**src/rtl/dma_pkg.sv**
```systemverilog
// Shared definitions for the DMA chain sequencer: register map, FSM encoding, STAT layout.
package dma_pkg;

    localparam logic [13:0] AdrCtrl   = 14'h3FE0;
    localparam logic [13:0] AdrDioa   = 14'h3FE1;
    localparam logic [13:0] AdrDmea   = 14'h3FE2;
    localparam logic [13:0] AdrDcnt   = 14'h3FE3;

    localparam logic [13:0] DmaAdrGo  = 14'h3FF0;
    localparam logic [13:0] DmaAdrIoa = 14'h3FF1;
    localparam logic [13:0] DmaAdrMea = 14'h3FF2;
    localparam logic [13:0] DmaAdrCnt = 14'h3FF3;

    localparam int unsigned StatEnBit    = 0;
    localparam int unsigned StatIrqEnBit = 1;
    localparam int unsigned StatDoneBit  = 2;
    localparam int unsigned StatBusyBit  = 3;
    localparam int unsigned StatCntLsb   = 4;
    localparam int unsigned StatOvfBit   = 7;
    localparam int unsigned CtrlClrBit   = 2;

    typedef enum logic [2:0] {
        StIdle    = 3'd0,
        StWIoa    = 3'd1,
        StWMea    = 3'd2,
        StWCnt    = 3'd3,
        StWGo     = 3'd4,
        StWSettle = 3'd5,
        StWDone   = 3'd6
    } seq_state_e;

    // GO register value: bit0 starts an io->mem read, bit1 a mem->io write.
    function automatic logic [31:0] go_word(input logic dir);
        return dir ? 32'h2 : 32'h1;
    endfunction

endpackage

```
**src/rtl/dma_chain_seq_if.sv**
```systemverilog
// CPU io bus plus the merged write bus and status lines towards the DMA engine.
interface dma_chain_seq_if;
    logic        io_we;
    logic [15:2] io_wadr;
    logic [31:0] io_wdata;
    logic [15:2] io_radr;
    logic [31:0] io_rdata_in;
    logic [31:0] io_rdata;
    logic        dma_io_we;
    logic [15:2] dma_io_wadr;
    logic [31:0] dma_io_wdata;
    logic        dma_read_run;
    logic        dma_write_run;
    logic        seq_irq;

    modport slave (
        input  io_we, io_wadr, io_wdata, io_radr, io_rdata_in, dma_read_run, dma_write_run,
        output io_rdata, dma_io_we, dma_io_wadr, dma_io_wdata, seq_irq
    );

    modport master (
        output io_we, io_wadr, io_wdata, io_radr, io_rdata_in, dma_read_run, dma_write_run,
        input  io_rdata, dma_io_we, dma_io_wadr, dma_io_wdata, seq_irq
    );
endinterface

```
**src/rtl/dma_desc_fifo.sv**
```systemverilog
// Descriptor queue; a push into a full queue is taken only when a pop happens in the same cycle.
module dma_desc_fifo #(
    parameter int unsigned WIDTH = 8,
    parameter int unsigned DEPTH = 4
) (
    input  logic                     clk,
    input  logic                     rst_n,
    input  logic                     clr,
    input  logic                     push,
    input  logic                     pop,
    input  logic [WIDTH-1:0]         din,
    output logic [WIDTH-1:0]         dout,
    output logic                     full,
    output logic                     empty,
    output logic [$clog2(DEPTH):0]   count
);
    localparam int unsigned AW = $clog2(DEPTH);
    localparam int unsigned CW = AW + 1;
    localparam logic [AW:0] DepthCnt = CW'(DEPTH);

    logic [WIDTH-1:0] mem_q [DEPTH];
    logic [AW-1:0]    wr_ptr_q, rd_ptr_q;
    logic [AW:0]      count_q;
    logic             do_wr, do_rd;

    assign full  = (count_q == DepthCnt);
    assign empty = (count_q == '0);
    assign count = count_q;
    assign dout  = mem_q[rd_ptr_q];
    assign do_rd = pop && !empty;
    assign do_wr = push && (!full || do_rd);

    always_ff @(posedge clk) begin
        if (do_wr) mem_q[wr_ptr_q] <= din;
    end

    always_ff @(posedge clk or negedge rst_n) begin
        if (!rst_n) begin
            wr_ptr_q <= '0;
            rd_ptr_q <= '0;
            count_q  <= '0;
        end else if (clr) begin
            wr_ptr_q <= '0;
            rd_ptr_q <= '0;
            count_q  <= '0;
        end else begin
            if (do_wr) wr_ptr_q <= wr_ptr_q + AW'(1);
            if (do_rd) rd_ptr_q <= rd_ptr_q + AW'(1);
            unique case ({do_wr, do_rd})
                2'b10:   count_q <= count_q + CW'(1);
                2'b01:   count_q <= count_q - CW'(1);
                default: count_q <= count_q;
            endcase
        end
    end
endmodule

```
**src/rtl/dma_chain_seq.sv**
```systemverilog
// Chains queued DMA descriptors: programs IOA/MEA/CNT then GO into the DMA config registers,
// stealing bus cycles only when the CPU is not writing.
module dma_chain_seq
    import dma_pkg::*;
#(
    parameter int unsigned DWIDTH = 11,
    parameter int unsigned QDEPTH = 4
) (
    input  logic           clk,
    input  logic           rst_n,
    input  logic           rst_pipe,
    dma_chain_seq_if.slave bus
);
    localparam int unsigned CW    = $clog2(QDEPTH) + 1;
    localparam int unsigned DescW = 2 * DWIDTH + 20;

    logic              enable_q, irq_en_q, done_q, ovf_q;
    logic [17:0]       dioa_q;
    logic [DWIDTH-1:0] dmea_q;
    seq_state_e        state_q;
    logic [DescW-1:0]  cur_q, head, new_desc;
    logic              full, empty;
    logic [CW-1:0]     count;
    logic              rd_hit_q;
    logic [1:0]        rd_sel_q;

    logic wr_ctrl, wr_dioa, wr_dmea, wr_dcnt, clr_flags, pop, done_set;
    logic seq_we;
    logic [13:0] seq_adr;
    logic [31:0] seq_data, stat, local_rdata;

    assign wr_ctrl   = bus.io_we && (bus.io_wadr == AdrCtrl);
    assign wr_dioa   = bus.io_we && (bus.io_wadr == AdrDioa);
    assign wr_dmea   = bus.io_we && (bus.io_wadr == AdrDmea);
    assign wr_dcnt   = bus.io_we && (bus.io_wadr == AdrDcnt);
    assign clr_flags = wr_ctrl && bus.io_wdata[CtrlClrBit];
    assign pop       = (state_q == StIdle) && enable_q && !empty;
    assign done_set  = (state_q == StWDone) && !bus.dma_read_run && !bus.dma_write_run && empty;
    // Descriptor layout: {ioa[17:0], mea[DWIDTH-1:0], cnt[DWIDTH:0], dir}
    assign new_desc  = {dioa_q, dmea_q, bus.io_wdata[DWIDTH:0], bus.io_wdata[31]};

    dma_desc_fifo #(
        .WIDTH (DescW),
        .DEPTH (QDEPTH)
    ) u_fifo (
        .clk   (clk),
        .rst_n (rst_n),
        .clr   (rst_pipe),
        .push  (wr_dcnt),
        .pop   (pop),
        .din   (new_desc),
        .dout  (head),
        .full  (full),
        .empty (empty),
        .count (count)
    );

    always_ff @(posedge clk or negedge rst_n) begin
        if (!rst_n) begin
            enable_q <= 1'b0;
            irq_en_q <= 1'b0;
            ovf_q    <= 1'b0;
            dioa_q   <= '0;
            dmea_q   <= '0;
            rd_hit_q <= 1'b0;
            rd_sel_q <= '0;
        end else if (rst_pipe) begin
            enable_q <= 1'b0;
            irq_en_q <= 1'b0;
            ovf_q    <= 1'b0;
            dioa_q   <= '0;
            dmea_q   <= '0;
            rd_hit_q <= 1'b0;
            rd_sel_q <= '0;
        end else begin
            if (wr_ctrl) begin
                enable_q <= bus.io_wdata[0];
                irq_en_q <= bus.io_wdata[1];
            end
            if (wr_dioa) dioa_q <= bus.io_wdata[19:2];
            if (wr_dmea) dmea_q <= bus.io_wdata[DWIDTH+1:2];
            if (wr_dcnt && full && !pop) ovf_q <= 1'b1;
            else if (clr_flags)          ovf_q <= 1'b0;
            rd_hit_q <= (bus.io_radr[15:4] == AdrCtrl[13:2]);
            rd_sel_q <= bus.io_radr[3:2];
        end
    end

    always_ff @(posedge clk or negedge rst_n) begin
        if (!rst_n) begin
            state_q <= StIdle;
            cur_q   <= '0;
            done_q  <= 1'b0;
        end else if (rst_pipe) begin
            state_q <= StIdle;
            cur_q   <= '0;
            done_q  <= 1'b0;
        end else begin
            if (clr_flags) done_q <= 1'b0;
            if (done_set)  done_q <= 1'b1;
            unique case (state_q)
                StIdle: begin
                    if (pop) begin
                        cur_q   <= head;
                        state_q <= StWIoa;
                    end
                end
                StWIoa:    if (!bus.io_we) state_q <= StWMea;
                StWMea:    if (!bus.io_we) state_q <= StWCnt;
                StWCnt:    if (!bus.io_we) state_q <= StWGo;
                StWGo:     if (!bus.io_we) state_q <= StWSettle;
                StWSettle: state_q <= StWDone;
                StWDone:   if (!bus.dma_read_run && !bus.dma_write_run) state_q <= StIdle;
                default:   state_q <= StIdle;
            endcase
        end
    end

    always_comb begin
        seq_we   = 1'b0;
        seq_adr  = DmaAdrGo;
        seq_data = '0;
        case (state_q)
            StWIoa: begin
                seq_we   = 1'b1;
                seq_adr  = DmaAdrIoa;
                seq_data = {12'b0, cur_q[DescW-1 -: 18], 2'b00};
            end
            StWMea: begin
                seq_we   = 1'b1;
                seq_adr  = DmaAdrMea;
                seq_data = 32'({cur_q[2*DWIDTH+1:DWIDTH+2], 2'b00});
            end
            StWCnt: begin
                seq_we   = 1'b1;
                seq_adr  = DmaAdrCnt;
                seq_data = 32'(cur_q[DWIDTH+1:1]);
            end
            StWGo: begin
                seq_we   = 1'b1;
                seq_adr  = DmaAdrGo;
                seq_data = go_word(cur_q[0]);
            end
            default: ;
        endcase
    end

    // CPU always owns the bus in its write cycles; the FSM holds state until a free cycle.
    assign bus.dma_io_we    = bus.io_we | seq_we;
    assign bus.dma_io_wadr  = bus.io_we ? bus.io_wadr  : seq_adr;
    assign bus.dma_io_wdata = bus.io_we ? bus.io_wdata : seq_data;
    assign bus.seq_irq      = done_q & irq_en_q;

    always_comb begin
        stat                           = '0;
        stat[StatEnBit]                = enable_q;
        stat[StatIrqEnBit]             = irq_en_q;
        stat[StatDoneBit]              = done_q;
        stat[StatBusyBit]              = (state_q != StIdle);
        stat[StatCntLsb +: 3]          = 3'(count);
        stat[StatOvfBit]               = ovf_q;
        case (rd_sel_q)
            2'd0:    local_rdata = stat;
            2'd1:    local_rdata = {12'b0, dioa_q, 2'b00};
            2'd2:    local_rdata = 32'({dmea_q, 2'b00});
            default: local_rdata = '0;
        endcase
    end

    assign bus.io_rdata = rd_hit_q ? local_rdata : bus.io_rdata_in;
endmodule

```
**src/flat_wrapper.sv**
```systemverilog
// flat-port wrapper written by rule: the top's interface ports become plain ports
module dma_chain_seq_flat import dma_pkg::*;
#(
    parameter int unsigned DWIDTH = 11,
    parameter int unsigned QDEPTH = 4
)
  (clk, rst_n, rst_pipe, bus_io_we, bus_io_wadr, bus_io_wdata, bus_io_radr, bus_io_rdata_in, bus_dma_read_run, bus_dma_write_run, bus_io_rdata, bus_dma_io_we, bus_dma_io_wadr, bus_dma_io_wdata, bus_seq_irq);
  dma_chain_seq_if bus_i ();
  input  logic clk;
  input  logic rst_n;
  input  logic rst_pipe;
  input wire logic [$bits(bus_i.io_we)-1:0] bus_io_we;
  input wire logic [$bits(bus_i.io_wadr)-1:0] bus_io_wadr;
  input wire logic [$bits(bus_i.io_wdata)-1:0] bus_io_wdata;
  input wire logic [$bits(bus_i.io_radr)-1:0] bus_io_radr;
  input wire logic [$bits(bus_i.io_rdata_in)-1:0] bus_io_rdata_in;
  input wire logic [$bits(bus_i.dma_read_run)-1:0] bus_dma_read_run;
  input wire logic [$bits(bus_i.dma_write_run)-1:0] bus_dma_write_run;
  output wire logic [$bits(bus_i.io_rdata)-1:0] bus_io_rdata;
  output wire logic [$bits(bus_i.dma_io_we)-1:0] bus_dma_io_we;
  output wire logic [$bits(bus_i.dma_io_wadr)-1:0] bus_dma_io_wadr;
  output wire logic [$bits(bus_i.dma_io_wdata)-1:0] bus_dma_io_wdata;
  output wire logic [$bits(bus_i.seq_irq)-1:0] bus_seq_irq;
  assign bus_i.io_we = bus_io_we;
  assign bus_i.io_wadr = bus_io_wadr;
  assign bus_i.io_wdata = bus_io_wdata;
  assign bus_i.io_radr = bus_io_radr;
  assign bus_i.io_rdata_in = bus_io_rdata_in;
  assign bus_i.dma_read_run = bus_dma_read_run;
  assign bus_i.dma_write_run = bus_dma_write_run;
  assign bus_io_rdata = bus_i.io_rdata;
  assign bus_dma_io_we = bus_i.dma_io_we;
  assign bus_dma_io_wadr = bus_i.dma_io_wadr;
  assign bus_dma_io_wdata = bus_i.dma_io_wdata;
  assign bus_seq_irq = bus_i.seq_irq;
  dma_chain_seq #(.DWIDTH(DWIDTH), .QDEPTH(QDEPTH)) u_core (.clk(clk), .rst_n(rst_n), .rst_pipe(rst_pipe), .bus(bus_i));
endmodule
```
**config.mk**
```make
export PLATFORM = sky130hd
export DESIGN_NAME = dma_chain_seq_flat
export DESIGN_NICKNAME = d
export VERILOG_FILES = /design/src/rtl/dma_pkg.sv /design/src/rtl/dma_chain_seq_if.sv /design/src/rtl/dma_desc_fifo.sv /design/src/rtl/dma_chain_seq.sv /design/src/flat_wrapper.sv
export SDC_FILE = /design/constraint.sdc
export NUM_CORES = 1
export LEC_CHECK = 0
export CORE_MARGIN = 2
export CORE_UTILIZATION = 58
export DETAILED_ROUTE_END_ITERATION = 7
export PLACE_DENSITY = 0.83
export SLEW_MARGIN = 20
export SYNTH_ARGS = -nofsm -noshare
export SYNTH_HDL_FRONTEND = slang
export SYNTH_SLANG_ARGS = --single-unit
export TNS_END_PERCENT = 30
```
**constraint.sdc**
```tcl
create_clock -name clk -period 6 [get_ports clk]
set_input_delay 1.8 -clock clk [delete_from_list [all_inputs] [get_ports clk]]
set_output_delay 1.8 -clock clk [all_outputs]
set_load 0.02 [all_outputs]
```
## Word-level counts from Yosys, hierarchy flattened

Memories as Yosys holds them, arrays and structs flattened.
Cells that the tools add are included.
W data, S select, Z words.

- $add $sub $neg: 4
- Mux-type cells: 42
- Bitwise logic cells: 2
- Reductions and logical operators: 38
- Eq/ne operators: 22

Operators by type and width:

| kind | number |
|---|---|
| $pmux W32 S4 | 1 |
| $mux W42 | 3 |
| $mux W32 | 2 |
| $pmux W20 S3 | 1 |
| $eq A14 B14 Y1 const B | 4 |
| $mux W18 | 2 |
| $mux W3 | 8 |
| $mux W11 | 2 |
| $pmux W3 S7 | 1 |
| $logic_and A1 B1 Y1 | 15 |
| $ne A3 B3 Y1 const B | 5 |
| $mux W14 | 1 |
| $reduce_bool A2 Y1 | 7 |
| $mux W1 | 13 |
| $eq A12 B12 Y1 const B | 1 |
| $eq A3 B3 Y1 const B | 4 |
| $mux W2 | 6 |
| $reduce_bool A3 Y1 | 4 |
| $eq A3 B2 Y1 const B | 2 |
| $logic_not A3 Y1 | 2 |
| $pmux W2 S3 | 1 |
| $pmux W3 S2 | 1 |
| $reduce_and A6 Y1 | 1 |
| $logic_not A1 Y1 | 5 |
| 13 further kinds | 16 |

- Register bits: 88
- Memories kept: 1
- RAM bits: 168
- Bits of input ports: 98

Memories:

| memory | words | bits a word | rd ports | clocked after memory_dff | write ports | line | text |
|---|---|---|---|---|---|---|---|
| u_core.u_fifo.mem_q | 4 | 42 | 1 | 0 | 1 | dma_desc_fifo.sv:21 | `logic [WIDTH-1:0] mem_q [DEPTH];` |

## Longest topological paths before layout

- Depth in word-level cells: 9
- Gate-level depth with buffers: 9
- Gate-level depth less buffers: 7

## Cells and area by module

A second synthesis with hierarchy kept.

- Cell total of the unflattened synthesis: 821
- Area total of the unflattened synthesis: 11,197.0 µm²

Modules (own cells, without submodules):

| module | cells each | area an instance (µm²) | seq. area each (µm²) | times used |
|---|---|---|---|---|
| dma_desc_fifo | 283 | 6,613.8 | 5,220.0 | 1 |
| dma_chain_seq | 538 | 4,583.1 | 2,026.9 | 1 |

## Least setup slack after synthesis

Ideal clock, no wire load.

- Path type: input to output
- Start: in bus_io_we
- End: out bus_dma_io_wdata[13]
- Stages on the path: 3
- Arrival time: 2,988 ps
- Setup slack: 1,212 ps
- Cells stage by stage: clkbuf_1 > nor4_1 > a22o_1

- Word-level cells in the longest chain between the ends: 1

Ends and longest elaborated chain:

| item | line | text |
|---|---|---|
| start: declaration | flat_wrapper.sv:12 | `input wire logic [$bits(bus_i.io_we)-1:0] bus_io_we;` |
| $mux W32 | dma_chain_seq.sv:151 | `assign bus.dma_io_wdata = bus.io_we ? bus.io_wdata : seq_data;` |
| end: declaration | flat_wrapper.sv:22 | `output wire logic [$bits(bus_i.dma_io_wdata)-1:0] bus_dma_io_wdata;` |

Every way passes these cells.

## Worst setup path after layout

- Start: reg u_core.state_q[0]
- End: out bus_dma_io_wdata[12]

- Word-level cells in the longest chain between the ends: 3

Ends and longest elaborated chain:

| item | line | text |
|---|---|---|
| start: declaration | dma_chain_seq.sv:20 | `seq_state_e state_q;` |
| start signal: assignment | dma_chain_seq.sv:91 | `state_q <= StIdle;` |
| start signal: assignment | dma_chain_seq.sv:95 | `state_q <= StIdle;` |
| start signal: assignment | dma_chain_seq.sv:105 | `state_q <= StWIoa;` |
| $eq A3 B3 Y1, or another cell as far along | dma_chain_seq.sv:123 | `case (state_q)` |
| $pmux W32 S4 (*) | dma_chain_seq.sv:123 |  |
| $mux W32 (*) | dma_chain_seq.sv:151 |  |

Every way passes the cells marked *; elsewhere a longest branch is shown, timed or not.

==> impl_results.md <==
- Post-CTS sizing: 0
- Register share of total power: 51.6%
- Crit path DAT: 3.66 ns
- Initial detailed-routing violation count: 966
- Routed via count: 7,828
- Rows: 50
- Top post-synthesis cells by area: edfxtp_1 (45%), dfrtp_1 (20%), mux4_2 (8.5%)
- Number of global-route vias before repair: 7,834
- CORE AREA: 18,770 um2
- Leak pwr: 0.005307 uW
- Max cap viols: 0
- Comb pwr share: 6.4%
- Worst VDD drop: 212.5 uV
- Area share of the largest cell type after synthesis: 45.33%
- Mapped Cells: 837
- Power per Cell Area: 261.9 nW/um2
- Period utilization: 90.92%
- Max Clock Freq: 183.3 MHz
- Min cycle time layout: 5.455 ns
- Cell internal pwr: 2856 uW
- Final hold violation count: 0
- Crit path launch type: flop
- Initial Util: 59.29%
- Critical Path Fanout Max: 19
- Post-synth EDFFs: 168
- P_sw: 774.9 uW
- CTS clk-pin slew, worst paths: 0.06 ns
- CP Capture Type: output port
- Tot GR Track Use: 28.81%
- Share of cells above drive strength 1: 11.71%
- Hold WS: 0.5228 ns
- Least-Margin Pin Slew: 1.217 ns
- Die Wd: 142.5 um
- Worst clock skew: 0.009284 ns
- Kind of critical path: flop to output port
- Grt ovf: 0
- Area growth syn-to-layout: 24.56%
- Post-detail-place hpwl: 17,490 um
- Placer Congestion: 0.8129
- Count leader, synth: edfxtp_1
- Ys flop type: edfxtp_1
- Synth cell count leaders: edfxtp_1 (168), nand2_1 (138), dfrtp_1 (88)
- N_diodes: 0
- Clock sinks: 256
- Fin nets: 1,101
- Sequential element share of the synthesized area: 65.12%
- Total Neg Setup Slack: 0 ns
- Data required time of the worst path: 4.20 ns
- Wire length per cell: 22.92 um
- Synth area leader: edfxtp_1
- Final wirelength: 28,650 um
- Synth cell types: 52
- Port Buffers: 177
- Post-CTS Setup Inserts: 0
- DRC: 0
- Synth async-reset ratio: 34.38%
- CTS buffer count: 25
- Net Sw Frac: 21.34%
- DRT antenna net count: 0
- Status: complete, no violations
- Power share of the clock group: 42.0%
- Final Setup Violations: 0
- CTS H-tree depth: 1
- Hold Path Class: flop to flop
- Worst-Skew Late Latency: 0.52 ns
- Largest net degree at the start of global routing: 59
- Global-route wire length before repair: 44,300 um
- Die H: 142.5 um
- Hold buffers post-CTS: 0
- Max Root-Sink Buffers: 3
- Number of synthesized register bits: 256
- Die footprint: 20,310 um2
- Root Driver: clkbuf_16
- Cell Area, Synth: 11,130 um2
- Synth Net Count: 940
- Vias/cell: 6.262
- Synth Area per Inst: 13.30 um2
- I/O pins: 178
- CTS tree: done
- Ys Warns: 0
- Unrepaired setup endpoints after global routing: no
- DRT Pass-1 Iters: 5
- Pins Over Slew Limit: 0
- Initial antenna violation count: 0
- Pwr Total: 3630 uW
- Max transition margin: 18.60%
critical path: stages (launching register included):
cell             delay, ns
dfrtp_1               0.86
inv_1                 0.25
nor2_1                0.75
a22oi_1               0.23
o31ai_1               0.36
clkdlybuf4s50_1       0.67
power groups by stage:
| stage | sequential (uW) | clock (uW) | combinational [uW] |
|---|---|---|---|
| 2_1_floorplan | 1910 | 0 | 80.6 |
| 3_3_place_gp | 1910 | 0 | 228 |
| 3_5_place_dp | 1910 | 0 | 231 |
| 5_1_grt | 1870 | 1610 | 246 |
| 6_report | 1870 | 1530 | 231 |
| 4_1_cts | 1870 | 1530 | 232 |
layout by cell type, fill, tap and decap left out, types with 5 or more instances in the layout:
cell,n
nor2b_1,21
a22oi_1,17
and2_1,15
inv_1,16
clkdlybuf4s50_1,174
mux2i_1,22
dfrtp_1,86
mux2_2,10
a21oi_1,82
nand3_1,16
nor2_1,41
nand2b_1,12
nor3_1,5
buf_4,16
edfxtp_1,168
nand4_1,5
clkinv_1,5
clkbuf_1,5
o21ai_0,28
clkbuf_16,25
a22o_1,7
mux4_2,42
nand2_1,138
through the flow:
stage | util, % | instance area, um2 | instances | worst slack [ns]
after floorplan | - | 11130 | 837 | 1.212
after global placement | 69.63 | 13070 | 1205 | 0.7982
after detailed placement | 69.63 | 13070 | 1205 | 0.7579
after CTS | 73.84 | 13860 | 1250 | 0.6460
after global routing | 73.85 | 13860 | 1250 | 0.3983
final | 73.85 | 13860 | 1250 | 0.5447
cells by family (layout without fill, tap and decap cells):
logic type               Yosys count  in the layout  share of synthesized area, %
buffers and inverters             75            254                         2.912
XOR/XNOR                           3              3                        0.2362
AND/OR/NAND/NOR                  275            275                         11.66
AO/OA/AOI/OAI                    147            147                         7.747
flip-flops                       256            256                         65.12
multiplexers                      76             76                         11.69
adder cells (fa/ha/maj)            5              5                        0.6297
sequential cells by signal, summed over array words and instances (netlist names), 2 cells and up:
| signal | count |
|---|---|
| u_core.u_fifo.mem_q | 168 |
| u_core.cur_q | 42 |
| u_core.dioa_q | 18 |
| u_core.dmea_q | 11 |
| u_core.state_q | 3 |
| u_core.u_fifo.count | 3 |
| u_core.rd_sel_q | 2 |
| u_core.u_fifo.rd_ptr_q | 2 |
| u_core.u_fifo.wr_ptr_q | 2 |
area by class of cell:
class	count	area (um2)
Multi-Input combinational cell	506	3562
Fill cell	1152	4907
Sequential cell	256	7249
Timing Repair Buffer	193	1907
Tap cell	234	292.8
Inverter	16	60.06
Clock buffer	31	658.1
Clock inverter	14	131.4
path summary, 6_finish.rpt:
kind,startpoint,end,slack [ns],cells after the start
worst max register to register,u_core.state_q[1]$_DFFE_PN0P_,u_core.u_fifo.mem_q[2][40]$_DFFE_PP_,2.91,4
min in group asynchronous,rst_n,u_core.dioa_q[8]$_DFFE_PN0P_,1.37,1
worst max-delay path,u_core.state_q[0]$_DFFE_PN0P_,bus_dma_io_wdata[12],0.54,5
max in group asynchronous,rst_n,u_core.u_fifo.rd_ptr_q[0]$_DFFE_PN0P_,3.65,2
worst min register to register,u_core.cur_q[17]$_DFFE_PN0P_,u_core.cur_q[17]$_DFFE_PN0P_,0.52,2
worst min-delay path,u_core.cur_q[17]$_DFFE_PN0P_,u_core.cur_q[17]$_DFFE_PN0P_,0.52,2
per-layer routing:
metal  GRT usage, %  up-vias  routed length, um
met5              0        -                  0
met4          8.650        0                574
met3          5.148       55               3139
met2          46.63      562              13890
met1          40.70     3828              11040
li1               -     3383                  -
(Power assumes the default switching activity.)
